--- config.mk ---
export PLATFORM = sky130hd
export DESIGN_NAME = fir_ctrl
export DESIGN_NICKNAME = d
export VERILOG_FILES = /design/src/rtl/fir_ctrl.sv
export SDC_FILE = /design/constraint.sdc
export NUM_CORES = 1
export LEC_CHECK = 0
export CAP_MARGIN = 20
export CORE_ASPECT_RATIO = 1.25
export CORE_MARGIN = 10
export CORE_UTILIZATION = 58
export DETAILED_ROUTE_END_ITERATION = 8
export PLACE_DENSITY = 0.81
export SLEW_MARGIN = 10
export SYNTH_ARGS = -nofsm -noshare
export SYNTH_HDL_FRONTEND = slang
export SYNTH_SLANG_ARGS = --single-unit
export TNS_END_PERCENT = 50
--- constraint.sdc ---
create_clock -name clk -period 5.3 [get_ports clk]
set_input_delay 1.06 -clock clk [delete_from_list [all_inputs] [get_ports clk]]
set_output_delay 1.06 -clock clk [all_outputs]
set_load 0.01 [all_outputs]
--- src/rtl/fir_ctrl.sv ---
// fir_ctrl: sequencing controller for the FIR engine (start/done handshake, per-sample MAC schedule).
// Define FIR_CTRL_TLAST_CHECK_EN to build the tlast/length consistency check that drives err_tlast.
module fir_ctrl #(
    parameter int pDATA_WIDTH = 32,
    parameter int Tape_Num    = 11
) (
    input  logic                         clk,
    input  logic                         rst_n,
    input  logic                         start_req,
    input  logic [pDATA_WIDTH-1:0]       cfg_data_length,
    input  logic                         done_clr,
    input  logic                         in_hs,
    input  logic                         axis_finish,
    input  logic                         out_hs,
    output logic                         ap_start,
    output logic                         ap_idle,
    output logic                         ap_done,
    output logic                         outfinish,
    output logic                         mac_en,
    output logic                         acc_clr,
    output logic [$clog2(Tape_Num)-1:0]  tap_idx,
    output logic                         sm_tvalid,
    output logic                         sm_tlast,
    output logic                         err_tlast
);

    localparam int                     TAP_W    = $clog2(Tape_Num);
    localparam logic [TAP_W-1:0]       LAST_TAP = TAP_W'(Tape_Num - 1);
    localparam logic [pDATA_WIDTH-1:0] ONE      = pDATA_WIDTH'(1);

    typedef enum logic [1:0] {
        S_IDLE = 2'd0,
        S_RUN  = 2'd1,
        S_DONE = 2'd2
    } state_t;

    state_t                 state_q, state_d;
    logic [pDATA_WIDTH-1:0] len_q, len_d;
    logic [pDATA_WIDTH-1:0] in_cnt_q, in_cnt_d;
    logic [pDATA_WIDTH-1:0] out_cnt_q, out_cnt_d;
    logic [TAP_W-1:0]       tap_q, tap_d;
    logic                   busy_q, busy_d;
    logic                   pending_q, pending_d;
    logic                   ap_start_q, ap_start_d;
    logic                   ap_idle_q, ap_idle_d;
    logic                   ap_done_q, ap_done_d;
    logic                   acc_clr_q, acc_clr_d;

    logic accept;
    logic out_take;
    logic run_end;
    logic run_start;

    // A sample is only taken when the engine is free; in_hs while busy/pending is dropped.
    assign accept    = (state_q == S_RUN) && in_hs && !busy_q && !pending_q;
    assign out_take  = (state_q == S_RUN) && out_hs && pending_q;
    assign run_end   = out_take && ((out_cnt_q + ONE) == len_q);
    assign run_start = (state_q == S_IDLE) && start_req && (cfg_data_length != '0);

    always_comb begin
        state_d    = state_q;
        len_d      = len_q;
        in_cnt_d   = in_cnt_q;
        out_cnt_d  = out_cnt_q;
        tap_d      = tap_q;
        busy_d     = busy_q;
        pending_d  = pending_q;
        ap_start_d = 1'b0;
        ap_idle_d  = ap_idle_q;
        ap_done_d  = ap_done_q;
        acc_clr_d  = accept;

        case (state_q)
            S_IDLE: begin
                if (start_req) begin
                    if (run_start) begin
                        state_d    = S_RUN;
                        len_d      = cfg_data_length;
                        in_cnt_d   = '0;
                        out_cnt_d  = '0;
                        ap_start_d = 1'b1;
                        ap_idle_d  = 1'b0;
                    end else begin
                        // Zero-length run completes immediately without starting the input stage.
                        state_d   = S_DONE;
                        ap_done_d = 1'b1;
                    end
                end
            end
            S_RUN: begin
                if (accept) begin
                    busy_d   = 1'b1;
                    tap_d    = '0;
                    in_cnt_d = in_cnt_q + ONE;
                end
                if (busy_q) begin
                    if (tap_q == LAST_TAP) begin
                        busy_d    = 1'b0;
                        pending_d = 1'b1;
                        tap_d     = '0;
                    end else begin
                        tap_d = tap_q + TAP_W'(1);
                    end
                end
                if (out_take) begin
                    pending_d = 1'b0;
                    out_cnt_d = out_cnt_q + ONE;
                    if (run_end) begin
                        state_d   = S_DONE;
                        ap_done_d = 1'b1;
                        ap_idle_d = 1'b1;
                    end
                end
            end
            S_DONE: begin
                if (done_clr) begin
                    state_d   = S_IDLE;
                    ap_done_d = 1'b0;
                end
            end
            default: begin
                state_d   = S_IDLE;
                ap_idle_d = 1'b1;
                ap_done_d = 1'b0;
            end
        endcase
    end

    always_ff @(posedge clk or negedge rst_n) begin
        if (!rst_n) begin
            state_q    <= S_IDLE;
            len_q      <= '0;
            in_cnt_q   <= '0;
            out_cnt_q  <= '0;
            tap_q      <= '0;
            busy_q     <= 1'b0;
            pending_q  <= 1'b0;
            ap_start_q <= 1'b0;
            ap_idle_q  <= 1'b1;
            ap_done_q  <= 1'b0;
            acc_clr_q  <= 1'b0;
        end else begin
            state_q    <= state_d;
            len_q      <= len_d;
            in_cnt_q   <= in_cnt_d;
            out_cnt_q  <= out_cnt_d;
            tap_q      <= tap_d;
            busy_q     <= busy_d;
            pending_q  <= pending_d;
            ap_start_q <= ap_start_d;
            ap_idle_q  <= ap_idle_d;
            ap_done_q  <= ap_done_d;
            acc_clr_q  <= acc_clr_d;
        end
    end

    assign ap_start  = ap_start_q;
    assign ap_idle   = ap_idle_q;
    assign ap_done   = ap_done_q;
    assign mac_en    = busy_q;
    assign tap_idx   = tap_q;
    assign acc_clr   = acc_clr_q;
    assign sm_tvalid = pending_q;
    assign sm_tlast  = pending_q && (out_cnt_q == (len_q - ONE));
    // in_hs is combinational here so the input stage cannot accept twice in the arrival cycle.
    assign outfinish = (state_q == S_RUN) && !busy_q && !pending_q && !in_hs;

`ifdef FIR_CTRL_TLAST_CHECK_EN
    logic                   err_q, err_d;
    logic                   tlast_seen_q, tlast_seen_d;
    logic [pDATA_WIDTH-1:0] in_cnt_eff;

    always_comb begin
        err_d        = err_q;
        tlast_seen_d = tlast_seen_q;
        // Include the sample carried on this cycle's in_hs, which may be the tlast beat itself.
        in_cnt_eff   = accept ? (in_cnt_q + ONE) : in_cnt_q;
        if (run_start) begin
            err_d        = 1'b0;
            tlast_seen_d = 1'b0;
        end else if (state_q == S_RUN) begin
            if (axis_finish) begin
                tlast_seen_d = 1'b1;
                if (in_cnt_eff != len_q) begin
                    err_d = 1'b1;
                end
            end
            if (run_end && !tlast_seen_q && !axis_finish) begin
                err_d = 1'b1;
            end
        end
    end

    always_ff @(posedge clk or negedge rst_n) begin
        if (!rst_n) begin
            err_q        <= 1'b0;
            tlast_seen_q <= 1'b0;
        end else begin
            err_q        <= err_d;
            tlast_seen_q <= tlast_seen_d;
        end
    end

    assign err_tlast = err_q;
`else
    logic unused_axis_finish;
    assign unused_axis_finish = axis_finish;
    assign err_tlast          = 1'b0;
`endif

endmodule

* Yosys cells after proc, flatten, opt, wreduce, memory -nomap -nowiden
Index checks and enable logic that the tools add are counted. W data, S select, Z words.
Cells by class: $add $sub $neg 3, eq/ne operators 11, multiplexer cells 31, bitwise gates (word level) 1, reduce and logical (&&, ||, !) cells 28
Operator list (number):
- $mux W32 | 3
- $eq A32 B32 Y1 | 2
- $pmux W32 S2 | 1
- $add A32 B1 Y32 const B | 1
- $reduce_bool A32 Y1 | 1
- $sub A32 B1 Y32 const B | 1
- $mux W1 | 16
- $logic_and A1 B1 Y1 | 12
- $mux W4 | 3
- $ne A2 B2 Y1 const B | 6
- $mux W2 | 5
- $reduce_and A5 Y1 | 2
- $reduce_and A4 Y1 | 2
- $reduce_bool A2 Y1 | 4
- $pmux W1 S3 | 2
- $pmux W2 S3 | 1
- $reduce_and A3 Y1 | 2
- $add A4 B1 Y4 const B | 1
- $eq A4 B4 Y1 const B | 1
- $logic_not A1 Y1 | 3
- $eq A2 B1 Y1 const B | 1
- $eq A2 B2 Y1 const B | 1
- $logic_not A2 Y1 | 1
- $reduce_and A2 Y1 | 1
- $not A1 Y1 | 1
Storage, ports and cells: flip-flop bits (word level) 76, input bits 39, output and inout port bits 13, logic and storage cells 84

* Logic depth before layout (Yosys ltp)
Gate-level depths: netlist of the first run.
depth after elaboration 7, gate-level depth with buffers 11

* Worst setup path after synthesis of the first run
No wires, ideal clock.
path type register to output, start point register len_q[7], end point output sm_tlast, arrival 3064 ps, data required time 4240 ps, setup slack 1176 ps, stages on the path, launching flop included 12, path buffers 3, cell sequence dfrtp_1 -> buf_6 -> or4_4 -> or4_1 -> buf_2 -> or3_1 -> clkbuf_2 -> or3_4 -> xnor2_1 -> o221a_1 -> o32ai_1 -> and4b_1
Between the ends: longest elaborated chain between the ends 3
RTL lines:
- from (decl) | line 38 | logic [pDATA_WIDTH-1:0] len_q, len_d;
- from (signal assigned) | line 144 | len_q <= len_d;
- $sub A32 B1 Y32 | line 164 | assign sm_tlast = pending_q && (out_cnt_q == (len_q - ONE));
- $eq A32 B32 Y1 | line 164
- $logic_and A1 B1 Y1 | line 164
- to (decl) | line 23 | output logic sm_tlast,
Every way passes these cells.

* Final worst setup path of the first run
Ends and elaborated chain as after synthesis.

==> summary.md, run 1 <==
| Metric | Value |
|---|---|
| Status | finished clean |
| Slew Viols, Final | 0 |
| Routed wire per std cell | between 15 and 20 um |
| Final hold violation count | 0 |
| Die width | 106.3 um |
| Fin crit share | 97.52% |
| Final wirelength | 15480 um |
| Clock sink count | 76 |
| N_diodes | 0 |
| Peak supply drop | 0.3262 mV |
| CTS H-tree lvls | 3 |
| Setup_tns | 0 ps |
| Filler Cell Count | approximately 760 |
| Most instantiated library cell after synthesis | nand2_1 |
| Main synth FF type | dfrtp_1 |
| I/O pin total | 52 |
| Initial antenna violation count | 0 |
| Synth top area share | a little over a third |
| Post-synth top cells | nand2_1, dfrtp_1, nor2_1, xnor2_1, xor2_1 |
| Register area share after synthesis | about a third |
| Final net count | 749 |
| Net Sw Frac | 40.79% |
| Final GP Congestion | 0.9556 |
| Clock buffer depth | 2 |
| Dpl ws | around 500 ps |
| Crit path time final | between 5000 and 6000 ps |
| Share of layout cells above drive strength 1 | 5.626% |
| Worst-path clk slew | 60 ps |
| Fin util | 68.11% |
| Hold Slack | 504.4 ps |
| Startpoint class of the critical path | flop |
| Via count | 5167 |
| Pint | around 1.7 mW |
| Synth warnings | 0 |
| Critical-path cell list | or4_4, or4_1, or3_1, or3_4, xnor2_1, o221a_1, o32ai_1, and4b_1, clkdlybuf4s50_1 |
| Final setup vio count | 0 |
| Post-Synthesis Cell Area | 5398 sq um |
| Clock buffer count from CTS | 9 |
| Pin count of the biggest net entering global routing | slightly below 80 |
| Worst-Skew Late Latency | 340 ps |
| Part of the power in registers | a little over a third |
| Switching power | 1.176 mW |
| Setup WS post-layout | 131.6 ps |
| Die footprint | between 10000 and 15000 sq um |
| Drt first pass iters | 4 |
| Rows | 39 |
| Biggest area consumer among synthesized cells | dfrtp_1 |
| Max-cap violations | 0 |
| Resize count post-CTS | 0 |
| PortBufs | 49 |
| Post-synthesis cell count | slightly below 700 |
| Initial drt markers | 352 |
| Slowest-stage cell, CP | or4_4 |
| Slowest stage delay, CP | 570 ps |
| Area delta synth->final | 15.14% |
| Initial Utilization | around three fifths |
| GRT Residual Overflow | 0 |
| Hpwl dp | 11300 um |
| Core box area | 9125 sq um |
| Top cells by area, synth | dfrtp_1, nand2_1, xnor2_1, xor2_1, nor2_1 |
| Worst Path Max Fanout | 7 |
| Fmax | a little under 0.2 GHz |
| EDFF count, synth | 0 |
| Combinational share of power | around two fifths |
| Slew @ Worst Pin | 983.2 ps |
| Unrepaired setup endpoints after global routing | no |
| Async S/R FF share, synth | 100.0% |
| Clk root buf | clkbuf_16 |
| Die Y | 127.9 um |
| Cell Pwr Density | 464.1 nW/um^2 |
| CTS tree | done |
| Crit Path Class | reg -> out |
| Critical path required time | ~4200 ps |
| Worst Setup End Kind | primary output |
| Vias per inst | 6.195 |
| Number of routed nets with antenna violations | 0 |
| Hold-fix buffers at CTS | 0 |
| #FFs+latches synth | 76 |
| # DRC | 0 |
| Worst endpoint data arrival time | 4110 ps |
| Static Leak | 2.584 nW |
| Post-synthesis cell type count | 65 |
| Synth Net Count | between 700 and 800 |
| Post-CTS Setup Inserts | 0 |
| First-pass GRT wire length | between 20000 and 25000 um |
| Tightest Hold Check Type | reg -> reg |
| Clk pwr share | around 25% |
| Number of global-route vias before repair | ~4900 |
| Total track usage | 22.75% |
| Clk_skew | 4.607 ps |
| Max-slew headroom | 34.46% |
| Avg Cell Area, Syn | 7.823 sq um |
-- critical path, delay by kind of cell (launching register included) --
family	cells	cell delay, ps
compound gates	2	350
flops	1	460
simple gates	5	2260
buf+inv	1	530
xor+xnor	1	150
-- area by class of cell --
| cell class | count | area [sq um] | share of cell area (%) |
|---|---|---|---|
| sequential | 76 | 1903 | 30.62 |
| tap | 123 | 153.9 | 2.476 |
| inverter | 8 | 30.03 | 0.4832 |
| timing repair buffer | 57 | 548.0 | 8.818 |
| multi-input combinational | 554 | 3239 | 52.12 |
| clock buffer | 9 | 225.2 | 3.624 |
| clock inverter | 7 | 115.1 | 1.852 |
-- worst paths after layout --
check                           cells after the start    startpoint             to  slack (ps)
worst min-delay path                                2     len_q[31]      len_q[31]         500
worst max-delay path                                9      len_q[7]       sm_tlast         130
worst max register to register                      9  out_cnt_q[0]     state_q[0]        1500
min in group asynchronous                           1         rst_n  out_cnt_q[29]         850
worst min register to register                      2     len_q[31]      len_q[31]         500
max in group asynchronous                           1         rst_n  out_cnt_q[16]        3780
-- layer usage --
metal | GRT usage (%) | routed length (um)
met1 | 28.01 | 6329
met2 | 38.59 | 7734
met3 | 3.571 | 984
met4 | 9.657 | 436
met5 | 0 | 0
-- cells by family (layout without fill, tap and decap cells) --
family	Yosys count	in the layout	share of synthesized area, %
XOR/XNOR	78	78	12.66
AO/OA/AOI/OAI	94	94	10.64
adder cells (fa/ha/maj)	4	4	0.9273
other	1	1	0.06947
buffers and inverters	60	81	4.729
multiplexers	13	13	2.457
flip-flops	76	76	35.26
AND/OR/NAND/NOR	364	364	33.26
-- placed cells by master, fill, tap and decap left out, types with 4 or more instances in the layout --
cell | Yosys | final
nand2_1 | 149 | 149
nand3_1 | 23 | 23
ha_1 | 4 | 4
a21oi_1 | 22 | 22
nor2b_1 | 6 | 6
mux2i_1 | 11 | 11
clkdlybuf4s50_1 | 0 | 48
nor4_1 | 23 | 23
and3_1 | 13 | 13
a31oi_1 | 6 | 6
nand4_1 | 18 | 18
nor4b_1 | 4 | 4
buf_4 | 2 | 9
or4_1 | 5 | 5
inv_1 | 7 | 7
dfrtp_1 | 75 | 75
o31ai_1 | 6 | 6
nand3b_1 | 5 | 5
or3_1 | 8 | 8
and4_1 | 4 | 4
o21ai_0 | 35 | 35
clkbuf_16 | 0 | 9
nor3_1 | 21 | 21
nor2_1 | 59 | 59
xor2_1 | 38 | 38
xnor2_1 | 40 | 40
-- power by group through the flow --
| stage | Combinational [mW] | Sequential, mW | Clock [mW] |
|---|---|---|---|
| global placement | 1.11 | 1.01 | 0 |
| finish | 1.16 | 1.02 | 0.706 |
| CTS | 1.15 | 1.01 | 0.710 |
| detailed placement | 1.14 | 1.02 | 0 |
| floorplan | 0.925 | 0.878 | 0 |
| global route | 1.28 | 1.05 | 0.734 |
-- metrics by stage --
stage          power [mW]  instance area (sq um)  cells
6_report            2.884                   6215    834
2_1_floorplan       1.803                   5398    690
3_5_place_dp        2.163                   5874    818
5_1_grt             3.061                   6215    834
4_1_cts             2.874                   6215    834
3_3_place_gp        2.121                   5874    818
-- flip-flops by register name (all words and copies together), names as in the netlist --
register / cells
acc_clr: 1
ap_done: 1
ap_idle: 1
ap_start: 1
len_q: 32
mac_en: 1
out_cnt_q: 32
sm_tvalid: 1
state_q: 2
tap_idx: 4
Note: power is estimated with default switching activity, not from simulation.
==> run 2: changes to the inputs <==
--- a/config.mk
+++ b/config.mk
@@ -10,7 +10,7 @@
 export CORE_MARGIN = 10
 export CORE_UTILIZATION = 58
 export DETAILED_ROUTE_END_ITERATION = 8
-export PLACE_DENSITY = 0.81
+export PLACE_DENSITY = 0.88
 export SLEW_MARGIN = 10
 export SYNTH_ARGS = -nofsm -noshare
 export SYNTH_HDL_FRONTEND = slang
==> run 2 against run 1 <==
Compared with the run above: clock power decreased by 14%; largest power group unchanged; count of clock-buffer cells in the layout grew 4; design area shrank 0.91%; critical path type unchanged; via count decreased by 0.68%; first-iteration DRC count up 13%.
==> summary.md, run 2 (synthesis results as in run 1) <==
| Metric | Value |
|---|---|
| Most frequent cells in the layout | nand2_1, dfrtp_1, nor2_1 |
| Initial antenna violation count | 0 (unchanged) |
| Max-cap violations | 0 (unchanged) |
| Dpl ws | 538.7 ps (+27.83 ps) |
| Number of routed nets with antenna violations | 0 (unchanged) |
| R2R Setup Slk | 1380 ps (-120 ps) |
| FF-to-FF Start | out_cnt_q[6] |
| # DRC | 0 (unchanged) |
| Hold path startpoint | len_q[31] |
| Final net count | 748 (-0.13%) |
| Setup WS post-layout | 187.0 ps (+55.40 ps) |
| Worst-Skew Late Latency | 340 ps (about the same) |
| Vias per inst | 6.168 (-0.44%) |
| Unrepaired setup endpoints after global routing | no |
| Initial Utilization | 59.15% (unchanged) |
| Max-slew headroom | 35.70% (+1.2 points) |
| Final setup vio count | 0 (unchanged) |
| CTS tree | done |
| Share of layout cells above drive strength 1 | 5.078% (-0.55 points) |
| Die Y | 127.9 um (unchanged) |
| Fin util | 67.49% (-0.62 points) |
| Fin cells | 832 (-0.24%) |
| Area of the multi-input gates | 3246 sq um (+0.19%) |
| I/O pin total | 52 (unchanged) |
| Worst-path clk slew | 50 ps (about the same) |
| N_diodes | 0 (unchanged) |
| First-pass GRT wire length | 25730 um (+3.0%) |
| Design area | 6158 sq um (-0.91%) |
| Initial drt markers | 398 (+13%) |
| Status | finished clean |
| Hpwl dp | 11610 um (+2.7%) |
| Area delta synth->final | 14.09% |
| Worst Path Max Fanout | 8 (+1) |
| Final hold violation count | 0 (unchanged) |
| Placement Cell Area | 5867 sq um (-0.13%) |
| Static Leak | 2.557 nW (-1.0%) |
| Routed wire per std cell | 19.16 um (+3.2%) |
| Most Crowded Layer GR | met2 |
| Crit path time final | 5113 ps (-55.40 ps) |
| Clock buffer depth | 2 (unchanged) |
| Startpoint class of the critical path | flop |
| CTS H-tree lvls | 3 (unchanged) |
| PortBufs | 49 (unchanged) |
| Number of global-route vias before repair | 5049 (+3.2%) |
| Worst endpoint data arrival time | 4050 ps (-60 ps) |
| Fin crit share | 96.47% (-1.0 points) |
| Clk root buf | clkbuf_16 |
| GRT Residual Overflow | 0 (unchanged) |
| Slew @ Worst Pin | 964.6 ps (-18.60 ps) |
| Final wirelength | 15940 um (+2.9%) |
| Clock buffer count from CTS | 9 (unchanged) |
| Clock sink count | 76 (unchanged) |
| Critical path launch point | len_q[9] |
| Filler Cell Count | 780 (+2.9%) |
| Peak supply drop | 0.4863 mV (+49%) |
| Via count | 5132 (-0.68%) |
| Worst Setup End Kind | primary output |
| Tightest Hold Check Type | reg -> reg |
| Die width | 106.3 um (unchanged) |
| Fmax | 0.1956 GHz (+1.1%) |
| Met1 Resource Use GR | 27.03% (-0.99 points) |
| Drt first pass iters | 6 (+2) |
| Final GP Congestion | 0.9537 (-0.20%) |
| Total track usage | 23.62% (+0.87 points) |
| Rows | 39 (unchanged) |
| Die footprint | 13590 sq um (unchanged) |
| Pin count of the biggest net entering global routing | 77 (unchanged) |
| Cell Pwr Density | 454.3 nW/um^2 (-2.1%) |
| Met3 GRT Util | 5.885% (+2.3 points) |
| Met2 GRT Util | 39.65% (+1.1 points) |
| Cell count after placement | 817 (-0.12%) |
| Critical path required time | 4240 ps (about the same) |
| Most common cell after layout, fill and taps aside | nand2_1 |
| Slew Viols, Final | 0 (unchanged) |
| Core box area | 9125 sq um (unchanged) |
| Hold-fix buffers at CTS | 0 (unchanged) |
| Crit Path Class | reg -> out |
| Clk_skew | 6.341 ps (+1.734 ps) |
| Setup_tns | 0 ps (unchanged) |
| Register Area | 1903 sq um (unchanged) |
[run 2: changes by cell type in the layout (fill, tap and decap cells not counted), sizes merged]
| cell | delta |
|---|---|
| buf | -1 |
| clkbuf | +4 |
| bufinv | -2 |
| clkinv | -1 |
| clkinvlp | -2 |
[run 2: path summary, 6_finish.rpt]
kind,endpoint,cells past startpoint
max,sm_tlast,9
min,len_q[31],2
max reg2reg,state_q[0],8
min reg2reg,len_q[31],2
max in group asynchronous,len_q[25],1
min in group asynchronous,out_cnt_q[11],1
[run 2: final cells by class]
cell class / count / share of cell area, %
timing repair buffer: 56 / 8.777
sequential: 76 / 30.90
clock inverter: 2 / 0.5689
inverter: 8 / 0.4876
clock buffer: 13 / 4.063
multi-input combinational: 554 / 52.70
tap: 123 / 2.499
[run 2: what timing repair did]
item	in CTS	in global routing
resized for setup	0	1
setup buffers	0	0
setup endpoints to repair	0	1
[run 2: power breakdown]
part / internal (mW) / leakage (nW) / switching, mW
Clock: 0.375 / 0.140 / 0.231
Sequential: 0.739 / 0.990 / 0.290
Combinational: 0.507 / 1.43 / 0.657
Total: 1.62 / 2.56 / 1.18
[run 2: stage by stage]
stage	total power, mW	hold slack, ps
2_1_floorplan	1.803	465.5
3_3_place_gp	2.120	495.3
3_5_place_dp	2.169	495.6
4_1_cts	2.784	509.6
5_1_grt	2.987	549.5
6_report	2.798	506.1
[run 2: critical path, cell delays in order (launching register included)]
cell and delay (ps):
dfrtp_1 460, or4_4 510, or4_1 560, or3_1 480, or3_4 440, xnor2_1 140
o221a_1 230, o32ai_1 130, and4b_1 240, clkdlybuf4s50_1 540
[run 2: layer usage]
| metal | vias to the layer above | part of all wire [%] | wire, um |
|---|---|---|---|
| met1 | 2438 | 39 | 6208 |
| li1 | 2427 | - | - |
| met5 | - | 0 | 0 |
| met3 | 41 | 6.7 | 1062 |
| met4 | 0 | 4.2 | 669 |
| met2 | 226 | 50 | 7997 |
==> run 3: changes to the inputs <==
--- a/config.mk
+++ b/config.mk
@@ -8,9 +8,9 @@
 export CAP_MARGIN = 20
 export CORE_ASPECT_RATIO = 1.25
 export CORE_MARGIN = 10
-export CORE_UTILIZATION = 58
+export CORE_UTILIZATION = 23
 export DETAILED_ROUTE_END_ITERATION = 8
-export PLACE_DENSITY = 0.88
+export PLACE_DENSITY = 0.46
 export SLEW_MARGIN = 10
 export SYNTH_ARGS = -nofsm -noshare
 export SYNTH_HDL_FRONTEND = slang
==> run 3 against run 2 <==
Compared with the run above: die area up 120%; count of clock-buffer cells in the layout decreased by 4; first-iteration DRC count decreased by 31%; final cell count grew 21%; routed wire length increased by 11%; combinational power hardly changed; core utilization is 40 points lower; clock power increased by 5.3%; critical path depth unchanged; sequential power about the same; largest cell class unchanged; non-clock buffer count rose by 6.
==> summary.md, run 3 (synthesis results as in run 1) <==
| Metric | Value |
|---|---|
| Status | finished clean |
| Max-cap violations | 0 (unchanged) |
| Initial antenna violation count | 0 (unchanged) |
| Final net count | 754 (+0.80%) |
| Critical path required time | 4240 ps (about the same) |
| Die footprint | 30030 sq um (+120%) |
| GRT Residual Overflow | 0 (unchanged) |
| Worst Path Max Fanout | 7 (-1) |
| Pin count of the biggest net entering global routing | 64 (-17%) |
| Clock buffer depth | 2 (unchanged) |
| Clk root buf | clkbuf_16 |
| Worst-Skew Late Latency | 350 ps (about the same) |
| Crit Path Class | reg -> out |
| Clk_skew | 11.11 ps (+4.766 ps) |
| Clock buffer count from CTS | 9 (unchanged) |
| Fin crit share | 95.81% (-0.67 points) |
| CTS tree | done |
| Worst Setup End Kind | primary output |
| Slew @ Worst Pin | 908.5 ps (-56.12 ps) |
| Most frequent cells in the layout | nand2_1, dfrtp_1, nor2_1 |
| Initial Utilization | 23.43% (-36 points) |
| Number of global-route vias before repair | 5051 (+0.040%) |
| Die Y | 191.3 um (+50%) |
| Clock sink count | 76 (unchanged) |
| Via count | 4970 (-3.2%) |
| Routed wire per std cell | 17.62 um (-8.0%) |
| Most common cell after layout, fill and taps aside | nand2_1 |
| Setup_tns | 0 ps (unchanged) |
| Hpwl dp | 13280 um (+14%) |
| Final wirelength | 17690 um (+11%) |
| WHS Path Cells | 1 (-1) |
| Drt first pass iters | 6 (unchanged) |
| Fin cells | 1004 (+21%) |
| Crit path time final | 5078 ps (-35.26 ps) |
| Dpl ws | 388.4 ps (-150.3 ps) |
| Worst R2R Path Depth | 9 (+1) |
| Slew Viols, Final | 0 (unchanged) |
| Design area | 6439 sq um (+4.6%) |
| Peak supply drop | 0.1760 mV (-64%) |
| Cell Pwr Density | 441.7 nW/um^2 (-2.8%) |
| First-pass GRT wire length | 28230 um (+9.7%) |
| I/O pin total | 52 (unchanged) |
| Area delta synth->final | 19.29% |
| Tightest Hold Check Type | reg -> reg |
| Worst-path clk slew | 70 ps (+20 ps) |
| N_diodes | 0 (unchanged) |
| CTS H-tree lvls | 3 (unchanged) |
| Fmax | 0.1969 GHz (+0.69%) |
| Hold-fix buffers at CTS | 0 (unchanged) |
| Max-slew headroom | 39.44% (+3.7 points) |
| Number of routed nets with antenna violations | 0 (unchanged) |
| Worst endpoint data arrival time | 4020 ps (-30 ps) |
| # DRC | 0 (unchanged) |
| Initial drt markers | 276 (-31%) |
| Placement Cell Area | 6118 sq um (+4.3%) |
| Hold Slack | 511.3 ps (+5.200 ps) |
| Static Leak | 2.597 nW (+1.5%) |
| Final setup vio count | 0 (unchanged) |
| Core box area | 23040 sq um (+150%) |
| Die width | 157.0 um (+48%) |
| Total track usage | 12.02% (-12 points) |
| Final hold violation count | 0 (unchanged) |
| Rows | 62 (+59%) |
| Startpoint class of the critical path | flop |
| Fin util | 27.95% (-40 points) |
| PortBufs | 49 (unchanged) |
| Setup WS post-layout | 222.2 ps (+35.26 ps) |
| Share of layout cells above drive strength 1 | 6.844% (+1.8 points) |
| Vias per inst | 4.950 (-20%) |
| Final GP Congestion | 0.8415 (-12%) |
| Design Power | 2.844 mW (+1.7%) |
| Cell count after placement | 988 (+21%) |
[run 3: final timing paths]
| check | start | to | slack [ps] |
|---|---|---|---|
| max reg2reg | out_cnt_q[9] | ap_done | 1720 |
| min in group asynchronous | rst_n | len_q[17] | 550 |
| max | len_q[19] | sm_tlast | 220 |
| min reg2reg | tap_idx[3] | tap_idx[3] | 510 |
| min | tap_idx[3] | tap_idx[3] | 510 |
| max in group asynchronous | rst_n | out_cnt_q[25] | 3600 |
[run 3: worst max-delay path, stage by stage (launching register included)]
cell	delay, ps
dfrtp_1	470
or4_1	570
or3_1	380
or4_1	500
or4b_1	490
a21oi_1	140
o22ai_1	100
nor4_2	210
and4b_1	250
clkdlybuf4s50_1	560
[run 3: area by class of cell]
cell class,count,area (sq um)
inverters,8,30.03
flip-flops and latches,76,1903
multi-input cells,554,3261
clock inverters,7,73.82
fillers,2515,16600
repair buffers,62,585.6
clock buffers,9,225.2
well taps,288,360.3
[run 3: power breakdown]
| part | internal, mW | total, mW | switching [mW] |
|---|---|---|---|
| logic | 0.522 | 1.19 | 0.669 |
| registers | 0.739 | 1.02 | 0.277 |
| clock network | 0.367 | 0.638 | 0.271 |
[run 3: repair_timing]
action | in CTS | in global routing
setup buffers | 0 | 0
endpoints found under the setup margin | 0 | 1
resized for setup | 0 | 4
[run 3: per-layer routing]
layer | part of all wire [%] | up-vias | global-route usage (%)
met5 | 0 | - | 0
met4 | 1.8 | 0 | 3.566
met3 | 2.9 | 21 | 1.979
met2 | 52 | 79 | 21.96
met1 | 43 | 2416 | 13.98
li1 | - | 2454 | -
